<file path="src/rtl/median_pkg.sv">
// ============================================================================
// median_pkg : shared flag indices, FSM state type and source id type
//              for the median filter frame arbiter.
// Revision   : 1.0
// ============================================================================
`default_nettype none

package median_pkg;

  localparam int FLG_SOF = 3;
  localparam int FLG_EOF = 2;
  localparam int FLG_SOL = 1;
  localparam int FLG_EOL = 0;

  typedef enum logic [1:0] {
    ST_IDLE = 2'd0,
    ST_GNT0 = 2'd1,
    ST_GNT1 = 2'd2
  } arb_state_e;

  typedef logic src_id_t;

endpackage

`default_nettype wire

</file>
<file path="src/rtl/median_id_fifo.sv">
// ============================================================================
// median_id_fifo : synchronous FIFO of source ids for frames in flight
//                  through the median filter (DEPTH power of 2, min 2).
// Revision       : 1.0
// ============================================================================
`default_nettype none

module median_id_fifo
  import median_pkg::*;
#(
  parameter int DEPTH = 4
) (
  input  logic    clk,
  input  logic    rst,
  input  logic    push,
  input  src_id_t push_id,
  input  logic    pop,
  output src_id_t head_id,
  output logic    full,
  output logic    empty
);

  localparam int c_aw = $clog2(DEPTH);

  src_id_t          mem_q [DEPTH];
  src_id_t          mem_d [DEPTH];
  logic [c_aw-1:0]  wr_ptr_q, wr_ptr_d;
  logic [c_aw-1:0]  rd_ptr_q, rd_ptr_d;
  logic [c_aw:0]    count_q, count_d;
  logic             w_do_push;
  logic             w_do_pop;

  assign full      = (count_q == (c_aw+1)'(DEPTH));
  assign empty     = (count_q == '0);
  assign w_do_push = push & ~full;
  assign w_do_pop  = pop & ~empty;
  assign head_id   = mem_q[rd_ptr_q];

  always_comb begin
    mem_d    = mem_q;
    wr_ptr_d = wr_ptr_q;
    rd_ptr_d = rd_ptr_q;
    count_d  = count_q;
    if (w_do_push) begin
      mem_d[wr_ptr_q] = push_id;
      wr_ptr_d        = wr_ptr_q + c_aw'(1);
    end
    if (w_do_pop) begin
      rd_ptr_d = rd_ptr_q + c_aw'(1);
    end
    // simultaneous push and pop leaves the occupancy unchanged
    case ({w_do_push, w_do_pop})
      2'b10:   count_d = count_q + (c_aw+1)'(1);
      2'b01:   count_d = count_q - (c_aw+1)'(1);
      default: count_d = count_q;
    endcase
  end

  always_ff @(posedge clk) begin
    if (rst) begin
      wr_ptr_q <= '0;
      rd_ptr_q <= '0;
      count_q  <= '0;
    end else begin
      wr_ptr_q <= wr_ptr_d;
      rd_ptr_q <= rd_ptr_d;
      count_q  <= count_d;
    end
  end

  always_ff @(posedge clk) begin
    mem_q <= mem_d;
  end

endmodule

`default_nettype wire

</file>
<file path="src/rtl/median_frame_arb.sv">
// ============================================================================
// median_frame_arb : frame-granular round-robin arbiter of two 3x3 window
//                    sources onto one median filter, with the filtered
//                    stream routed back to the consumer matching its source.
//                    Optional frame counters: define MEDIAN_ARB_STATS_EN.
// Revision         : 1.0
// ============================================================================
`default_nettype none

module median_frame_arb
  import median_pkg::*;
#(
  parameter int DATA_WIDTH = 8,
  parameter int ID_DEPTH   = 4
) (
  input  logic                    clk,
  input  logic                    rst,
  input  logic                    s0_val,
  output logic                    s0_rdy,
  input  logic [9*DATA_WIDTH-1:0] s0_data,
  input  logic [3:0]              s0_flg,
  input  logic                    s1_val,
  output logic                    s1_rdy,
  input  logic [9*DATA_WIDTH-1:0] s1_data,
  input  logic [3:0]              s1_flg,
  output logic                    f_val,
  output logic [9*DATA_WIDTH-1:0] f_data,
  output logic [3:0]              f_flg,
  input  logic                    f_rdy,
  input  logic                    r_val,
  input  logic [DATA_WIDTH-1:0]   r_data,
  input  logic [3:0]              r_flg,
  output logic                    r_rdy,
  output logic                    m0_val,
  output logic [DATA_WIDTH-1:0]   m0_data,
  output logic [3:0]              m0_flg,
  input  logic                    m0_rdy,
  output logic                    m1_val,
  output logic [DATA_WIDTH-1:0]   m1_data,
  output logic [3:0]              m1_flg,
  input  logic                    m1_rdy
`ifdef MEDIAN_ARB_STATS_EN
  ,
  output logic [15:0]             frm_cnt0,
  output logic [15:0]             frm_cnt1
`endif
);

  arb_state_e state_q, state_d;
  src_id_t    last_q, last_d;
  logic       w_req0, w_req1;
  logic       w_push;
  src_id_t    w_push_id;
  logic       w_pop;
  src_id_t    w_head;
  logic       w_full, w_empty;

  assign w_req0 = s0_val & s0_flg[FLG_SOF];
  assign w_req1 = s1_val & s1_flg[FLG_SOF];

  median_id_fifo #(
    .DEPTH (ID_DEPTH)
  ) u_id_fifo (
    .clk     (clk),
    .rst     (rst),
    .push    (w_push),
    .push_id (w_push_id),
    .pop     (w_pop),
    .head_id (w_head),
    .full    (w_full),
    .empty   (w_empty)
  );

  always_ff @(posedge clk) begin
    if (rst) begin
      state_q <= ST_IDLE;
      last_q  <= 1'b1;
    end else begin
      state_q <= state_d;
      last_q  <= last_d;
    end
  end

  // last_q holds the most recent winner; a tie goes to the other source
  always_comb begin
    state_d   = state_q;
    last_d    = last_q;
    w_push    = 1'b0;
    w_push_id = 1'b0;
    case (state_q)
      ST_IDLE: begin
        if (!w_full) begin
          if (w_req0 && (!w_req1 || last_q == 1'b1)) begin
            state_d   = ST_GNT0;
            last_d    = 1'b0;
            w_push    = 1'b1;
            w_push_id = 1'b0;
          end else if (w_req1) begin
            state_d   = ST_GNT1;
            last_d    = 1'b1;
            w_push    = 1'b1;
            w_push_id = 1'b1;
          end
        end
      end
      ST_GNT0: begin
        if (s0_val && f_rdy && s0_flg[FLG_EOF]) state_d = ST_IDLE;
      end
      ST_GNT1: begin
        if (s1_val && f_rdy && s1_flg[FLG_EOF]) state_d = ST_IDLE;
      end
      default: state_d = ST_IDLE;
    endcase
  end

  always_comb begin
    s0_rdy = 1'b0;
    s1_rdy = 1'b0;
    f_val  = 1'b0;
    f_data = '0;
    f_flg  = '0;
    case (state_q)
      ST_IDLE: begin
        // stray mid-frame beats are drained; sof beats wait for a grant
        s0_rdy = s0_val & ~s0_flg[FLG_SOF];
        s1_rdy = s1_val & ~s1_flg[FLG_SOF];
      end
      ST_GNT0: begin
        f_val  = s0_val;
        f_data = s0_data;
        f_flg  = s0_flg;
        s0_rdy = f_rdy;
      end
      ST_GNT1: begin
        f_val  = s1_val;
        f_data = s1_data;
        f_flg  = s1_flg;
        s1_rdy = f_rdy;
      end
      default: begin
        s0_rdy = 1'b0;
        s1_rdy = 1'b0;
      end
    endcase
  end

  always_comb begin
    m0_val  = 1'b0;
    m0_data = '0;
    m0_flg  = '0;
    m1_val  = 1'b0;
    m1_data = '0;
    m1_flg  = '0;
    r_rdy   = 1'b0;
    if (!w_empty) begin
      if (w_head == 1'b0) begin
        m0_val  = r_val;
        m0_data = r_data;
        m0_flg  = r_flg;
        r_rdy   = m0_rdy;
      end else begin
        m1_val  = r_val;
        m1_data = r_data;
        m1_flg  = r_flg;
        r_rdy   = m1_rdy;
      end
    end
  end

  assign w_pop = r_val & r_rdy & r_flg[FLG_EOF];

`ifdef MEDIAN_ARB_STATS_EN
  logic [15:0] frm_cnt0_q, frm_cnt0_d;
  logic [15:0] frm_cnt1_q, frm_cnt1_d;

  always_comb begin
    frm_cnt0_d = frm_cnt0_q + 16'(m0_val & m0_rdy & m0_flg[FLG_EOF]);
    frm_cnt1_d = frm_cnt1_q + 16'(m1_val & m1_rdy & m1_flg[FLG_EOF]);
  end

  always_ff @(posedge clk) begin
    if (rst) begin
      frm_cnt0_q <= '0;
      frm_cnt1_q <= '0;
    end else begin
      frm_cnt0_q <= frm_cnt0_d;
      frm_cnt1_q <= frm_cnt1_d;
    end
  end

  assign frm_cnt0 = frm_cnt0_q;
  assign frm_cnt1 = frm_cnt1_q;
`endif

endmodule

`default_nettype wire

</file>
<file path="config.mk">
export PLATFORM = sky130hd
export DESIGN_NAME = median_frame_arb
export DESIGN_NICKNAME = d
export VERILOG_FILES = /design/src/rtl/median_pkg.sv /design/src/rtl/median_id_fifo.sv /design/src/rtl/median_frame_arb.sv
export SDC_FILE = /design/constraint.sdc
export NUM_CORES = 1
export LEC_CHECK = 0
export ABC_CLOCK_PERIOD_IN_PS = 5600
export CAP_MARGIN = 20
export CORE_AREA = 5 5 105 107
export CTS_CLUSTER_SIZE = 30
export DETAILED_ROUTE_END_ITERATION = 6
export DIE_AREA = 0 0 110 112
export MAX_ROUTING_LAYER = met4
export PLACE_DENSITY = 0.76
export SLEW_MARGIN = 20
export SYNTH_ARGS = -nofsm -noshare
export SYNTH_HDL_FRONTEND = slang
export SYNTH_SLANG_ARGS = --single-unit
export TNS_END_PERCENT = 100
</file>
<file path="constraint.sdc">
create_clock -name clk -period 5.6 [get_ports clk]
set_input_delay 1.12 -clock clk [delete_from_list [all_inputs] [get_ports clk]]
set_output_delay 1.12 -clock clk [all_outputs]
set_load 0.01 [all_outputs]
</file>
==> results of run 1 <==
-- cells by family (layout without fill, tap and decap cells) --
logic type,Yosys count,count (layout)
AOI/OAI and AO/OA,93,93
buffers and inverters,40,293
and+or+nand+nor,150,150
xor gates and xnor gates,3,3
muxes,9,9
DFF,14,14
adders and majority gates,9,9
-- state kept, by name, indices dropped and copies added, names as in the netlist --
name and count:
u_id_fifo.rd_ptr_q 2, u_id_fifo.wr_ptr_q 2, u_id_fifo.count_q 3, last_q 1, state_q 2, u_id_fifo.mem_q 4
-- through the flow --
| stage | area, um2 | util | setup WS, ns |
|---|---|---|---|
| final | 5140 | 0.511 | 1.61 |
| after global routing | 5140 | 0.511 | 1.41 |
| after CTS | 5130 | 0.511 | 1.59 |
| after detailed placement | 5090 | 0.506 | 1.87 |
| after global placement | 5090 | 0.506 | 1.94 |
| after floorplan | 2240 | - | 2.86 |
-- worst reg2reg max path, delay by kind of cell, from the launching register on --
kind	cells	cell delay, ns
simple gates	2	0.45
fa+ha+maj	2	0.58
buf+inv	1	0.06
compound gates	1	0.15
xor+xnor	1	0.16
mux	3	1.03
flops	1	0.40
-- metal layers --
layer / share of wire / wire length (um) / up-vias
li1: - / - / 1630
met5: 0 / 0 / -
met3: 0.086 / 1030 / 10
met4: 0.014 / 173 / 0
met1: 0.36 / 4390 / 1492
met2: 0.54 / 6480 / 150
-- power by group --
group,internal (mW),switching [mW]
sequential,0.116,0.00884
clock,0.0485,0.0365
combinational,0.290,0.218
total,0.454,0.263
-- worst max-delay path by stage --
stage	depth (start not counted)	to	slack, ns
4_1_cts	6	f_data[32]	1.59
5_1_grt	6	f_data[32]	1.41
3_5_place_dp	6	f_data[32]	1.87
3_3_place_gp	4	s0_rdy	1.94
6_report	6	f_data[32]	1.61
2_1_floorplan	9	u_id_fifo.count_q[2]	2.86
-- layout by cell type, fill, tap and decap left out, drive strengths merged, types with 5 or more instances in the layout --
cell	netlist	routed
o21ai	5	5
nor3b	5	5
nand3	5	5
inv	9	9
a22oi	79	79
nand2	18	18
dfxtp	10	10
clkdlybuf4s50	0	277
mux2i	7	7
nor2	35	35
ha	8	8
nor2b	78	78
-- layout make-up --
| class | count | area, um2 | area share |
|---|---|---|---|
| well taps | 136 | 170 | 0.0331 |
| repair buffers | 280 | 2800 | 0.544 |
| multi-input cells | 264 | 1770 | 0.345 |
| clock buffers | 3 | 41.3 | 0.00804 |
| inverters | 9 | 33.8 | 0.00658 |
| clock inverters | 1 | 3.75 | 0.000731 |
| flip-flops and latches | 14 | 320 | 0.0624 |
==> run summary, run 1 <==
Synth area leader = a22oi_1
Post-route ant nets = 0
Cell count after synthesis = 318
Peak Freq = 251 MHz
DR iter-0 viols = 154
Number of global-route vias before repair = 3503
YS warnings = 0
Clk_lat worst skew = 0.25 ns
Core Area = 0.0100 mm2
Reg2reg end = u_id_fifo.count_q[2]
Global-route wire length before repair = 17800 um
Worst hold path type = reg -> reg
Synth Area in Adders = 0.0536
Share of cells above drive strength 1 = 0.0298
CTS tree = done
R2R cell count = 10
Hpwl dp = 10100 um
Clock sink total = 14
Critical path launch point type = flop
Synth Area in Simple Gates = 0.369
Setup Buffers After CTS = 0
Top cells by area, synth = a22oi_1 26%, nor2b_1 22%, dfxtp_1 8.9%
Initial antenna violation count = 0
# fillers = 969
# diodes = 0
Max Cap Violations = 0
Vias/cell = 4.64
Via count = 3282
Ys flop type = dfxtp_1
Mean post-synth cell area = 7.04 um2
Routability Congestion = 0.818
Combinational family with the most area after synthesis = simple AND/OR/NAND/NOR gates
Fin crit period = 3.99 ns
Slowest stage delay, CP = 0.75 ns
Mapped Nets = 499
FF-to-FF setup slack = 2.70 ns
CP top delay family = buffers and inverters
Cell variety after synth = 36
Crit-path cells = inv_1 -> ha_2 -> buf_4 -> a22oi_1 -> nor2b_1 -> clkdlybuf4s50_1
Mapped cell area = 0.00224 mm2
Clk_skew = 0.00506 ns
Synth Area in XOR/XNOR = 0.0117
Number of port buffers = 277
Initial Util = 0.223
Worst hold path startpoint = state_q[0]
CP endpoint kind = output pin
Busiest grt layer = met2
# setup viols final = 0
Total GRT Usage = 0.188
R2R Path Start = u_id_fifo.rd_ptr_q[1]
Area Overhead vs Synth = 129%
Worst Max-Slew Pin Slew = 0.893 ns
Final Routed Wirelength = 12100 um
Hold Buf Count CTS = 0
DIE HEIGHT = 112 um
Buffers plus inverters on the worst setup path = 3
Max-slew violation count = 0
Post-CTS sizing = 0
FP Rows = 37
Hold worst-path end = state_q[0]
Fraction of registers with async set/reset = 0
Post-synth EDFFs = 4
Root buf cell = clkbuf_8
Hold-critical path depth = 2
#FFs+latches synth = 14
CP Class = reg -> out
Avg WL per Cell = 17.1 um
Die area = 0.0123 mm2
Commonest cells post-synth = 78 x a22oi_1, 78 x nor2b_1, 35 x nor2_1
Period utilisation layout = 0.712
Max IR drop VDD = 0.0000779 V
Worst setup startpoint = state_q[0]
Critical Path RT = 4.48 ns
DRT Pass-1 Iters = 4
Global route overflow = 0
H-tree depth = 1
Num CTS Buffers = 3
RSZ-0062 raised after global routing = false
Post-Layout Cell Count = 707
Critical-path top delay cell = ha_2
Outcome = finished clean
Mux cell area share after synthesis = 0.0430
Worst Path Max Fanout = 46
Seq/Total Area, Yosys = 0.143
Met1 Usage GRT = 0.194
Fin Hold WS = 0.524 ns
Pwr per Cell Area = 140 mW/mm2
Final-stage net count = 753
Die Wd = 110 um
Clk slew on worst S/H paths = 0.06 ns
Post-synthesis compound-gate area fraction = 0.310
Clk buf depth = 2
Met3 Use GR = 0.0533
Met2 usage = 0.346
Largest net degree at the start of global routing = 48
TNS Setup = 0 ns
Placed Cells = 703
I/O Pins = 278
Top cell type's share of synthesized area = 0.261
Fin. Hold Viols = 0
Power Total = 0.718 mW
Crit path DAT = 2.87 ns
Pleak = 1.64 nW
DRC = 0
Worst slew margin = 0.405
Power figures use the tool's default switching activity.
==> run 2: changes to the inputs <==
--- a/config.mk
+++ b/config.mk
@@ -5,14 +5,14 @@
 export SDC_FILE = /design/constraint.sdc
 export NUM_CORES = 1
 export LEC_CHECK = 0
-export ABC_CLOCK_PERIOD_IN_PS = 5600
+export ABC_CLOCK_PERIOD_IN_PS = 3200
 export CAP_MARGIN = 20
-export CORE_AREA = 5 5 105 107
+export CORE_AREA = 5 5 106 108
 export CTS_CLUSTER_SIZE = 30
 export DETAILED_ROUTE_END_ITERATION = 6
-export DIE_AREA = 0 0 110 112
+export DIE_AREA = 0 0 111 113
 export MAX_ROUTING_LAYER = met4
-export PLACE_DENSITY = 0.76
+export PLACE_DENSITY = 0.77
 export SLEW_MARGIN = 20
 export SYNTH_ARGS = -nofsm -noshare
 export SYNTH_HDL_FRONTEND = slang
==> constraint.sdc (replaced) <==
create_clock -name clk -period 3.2 [get_ports clk]
set_input_delay 0.64 -clock clk [delete_from_list [all_inputs] [get_ports clk]]
set_output_delay 0.64 -clock clk [all_outputs]
set_load 0.01 [all_outputs]
==> run summary, run 2 (synthesis results as in run 1) <==
Outcome = finished clean
Die Wd = 111 um (+0.91%)
DR iter-0 viols = 204 (+32%)
Final Routed Wirelength = 12100 um (about the same)
Avg WL per Cell = 17.0 um (-0.63%)
I/O Pins = 278 (unchanged)
Crit-path cells = inv_1 -> ha_2 -> buf_4 -> a22oi_1 -> nor2b_1 -> clkdlybuf4s50_1
Clk_lat worst skew = 0.24 ns (about the same)
Hold Buf Count CTS = 0 (unchanged)
CP Class = reg -> out
Area Overhead vs Synth = 133%
Fin Hold WS = 0.506 ns (-0.0175 ns)
Setup Buffers After CTS = 0 (unchanged)
Post-CTS sizing = 0 (unchanged)
Max-slew violation count = 0 (unchanged)
Initial Util = 0.221 (-0.00204)
Top reg by flops = u_id_fifo.mem_q
Initial antenna violation count = 1 (+1)
Clk slew on worst S/H paths = 0.06 ns (about the same)
Critical Path RT = 2.56 ns (-1.92 ns)
Die area = 0.0125 mm2 (+1.8%)
Final-stage net count = 756 (+0.40%)
Critical path launch point type = flop
TNS Setup = 0 ns (unchanged)
Worst Max-Slew Pin Slew = 0.667 ns (-0.226 ns)
Global-route wire length before repair = 18500 um (+4.1%)
Max reg flops = 4 (unchanged)
Number of global-route vias before repair = 3559 (+1.6%)
Pwr per Cell Area = 247 mW/mm2 (+77%)
DRT Pass-1 Iters = 4 (unchanged)
CP endpoint kind = output pin
Hpwl dp = 10200 um (+0.76%)
Top Registers = u_id_fifo.mem_q (4), u_id_fifo.count_q (3)
Via count = 3358 (+2.3%)
DRC = 0 (unchanged)
RSZ-0062 raised after global routing = false
# setup viols final = 0 (unchanged)
Peak Freq = 326 MHz
Commonest non-fill, non-tap cells in the layout = 277 x clkdlybuf4s50_1, 78 x a22oi_1, 78 x nor2b_1
Crit path DAT = 2.43 ns (-0.44 ns)
Fin crit period = 3.07 ns
Worst slew margin = 0.556 (+0.151)
Power Total = 1.29 mW (+79%)
Worst Path Max Fanout = 31 (-33%)
Commonest non-fill, non-tap cell in the layout = clkdlybuf4s50_1
Total GRT Usage = 0.186 (-0.00170)
Clock sink total = 14 (unchanged)
Max IR drop VDD = 0.000192 V (+150%)
Max Cap Violations = 0 (unchanged)
Global route overflow = 0 (unchanged)
CTS tree = done
Num CTS Buffers = 3 (unchanged)
Core Area = 0.0101 mm2 (+0.92%)
Largest net degree at the start of global routing = 74 (+54%)
H-tree depth = 1 (unchanged)
Worst hold path type = reg -> reg
Clk_skew = 0.00137 ns (-0.00370 ns)
DIE HEIGHT = 113 um (+0.89%)
Slowest stage delay, CP = 0.63 ns (-0.12 ns)
Routability Congestion = 0.855 (+4.5%)
Critical-path top delay cell = ha_2
Clk buf depth = 2 (unchanged)
Post-route ant nets = 0 (unchanged)
Number of port buffers = 277 (unchanged)
Pleak = 1.67 nW (+1.6%)
Vias/cell = 4.72 (+1.7%)
Root buf cell = clkbuf_8
Period utilisation layout = 0.960
FP Rows = 37 (unchanged)
Share of cells above drive strength 1 = 0.0331 (+0.00333)
Fin. Hold Viols = 0 (unchanged)
==> run 2: cell count changes in the layout (fill, tap and decap cells not counted) <==
cell and delta:
mux2i_1 +1, buf_4 -1, clkbuf_1 +1, mux2i_2 -1, clkinv_1 -1, diode_2 +1, buf_12 +4
==> run 2: final cells by class <==
type / instances / area (um2)
antenna: 1 / 2.50
fill: 919 / 4930
clock buffer: 4 / 45.0
sequential: 14 / 320
timing repair buffer: 283 / 2870
multi-input combinational: 264 / 1770
tap: 136 / 170
inverter: 9 / 33.8
==> run 2: per-stage QoR <==
step	util	area, um2	setup WS (ns)	cells
floorplan	-	2240	0.876	318
global placement	0.509	5160	0.331	706
detailed placement	0.509	5160	0.252	706
CTS	0.513	5200	0.105	710
global route	0.514	5210	0.0160	711
finish	0.514	5210	0.128	711
==> run 2: worst paths after layout <==
path / start / endpoint / slack (ns) / depth (start not counted)
setup / recovery: state_q[1] / f_data[45] / 0.13 / 6
hold / removal: u_id_fifo.count_q[2] / u_id_fifo.count_q[2] / 0.51 / 2
setup reg to reg: u_id_fifo.rd_ptr_q[1] / u_id_fifo.count_q[2] / 0.63 / 10
hold reg to reg: u_id_fifo.count_q[2] / u_id_fifo.count_q[2] / 0.51 / 2
==> run 2: routing by layer <==
metal,global-route usage,routed length [um],up-vias
met2,0.350,6440,155
met1,0.195,4630,1553
met3,0.0449,775,14
met5,-,0,-
met4,0.0468,217,0
li1,-,-,1636
==> run 2: critical path: cells and delay by family, from the launching register on <==
family | cells | cell delay, ns
buffers and inverters | 3 | 0.95
AND/OR/NAND/NOR | 1 | 0.16
flip-flops | 1 | 0.31
adder cells (fa/ha/maj) | 1 | 0.63
AO/OA/AOI/OAI | 1 | 0.12
==> run 2: power by group <==
part           leakage [nW]  switching [mW]  total (mW)  internal [mW]
sequential            0.119          0.0152       0.218          0.202
combinational          1.53           0.390       0.919          0.529
clock                0.0228          0.0615       0.150         0.0881
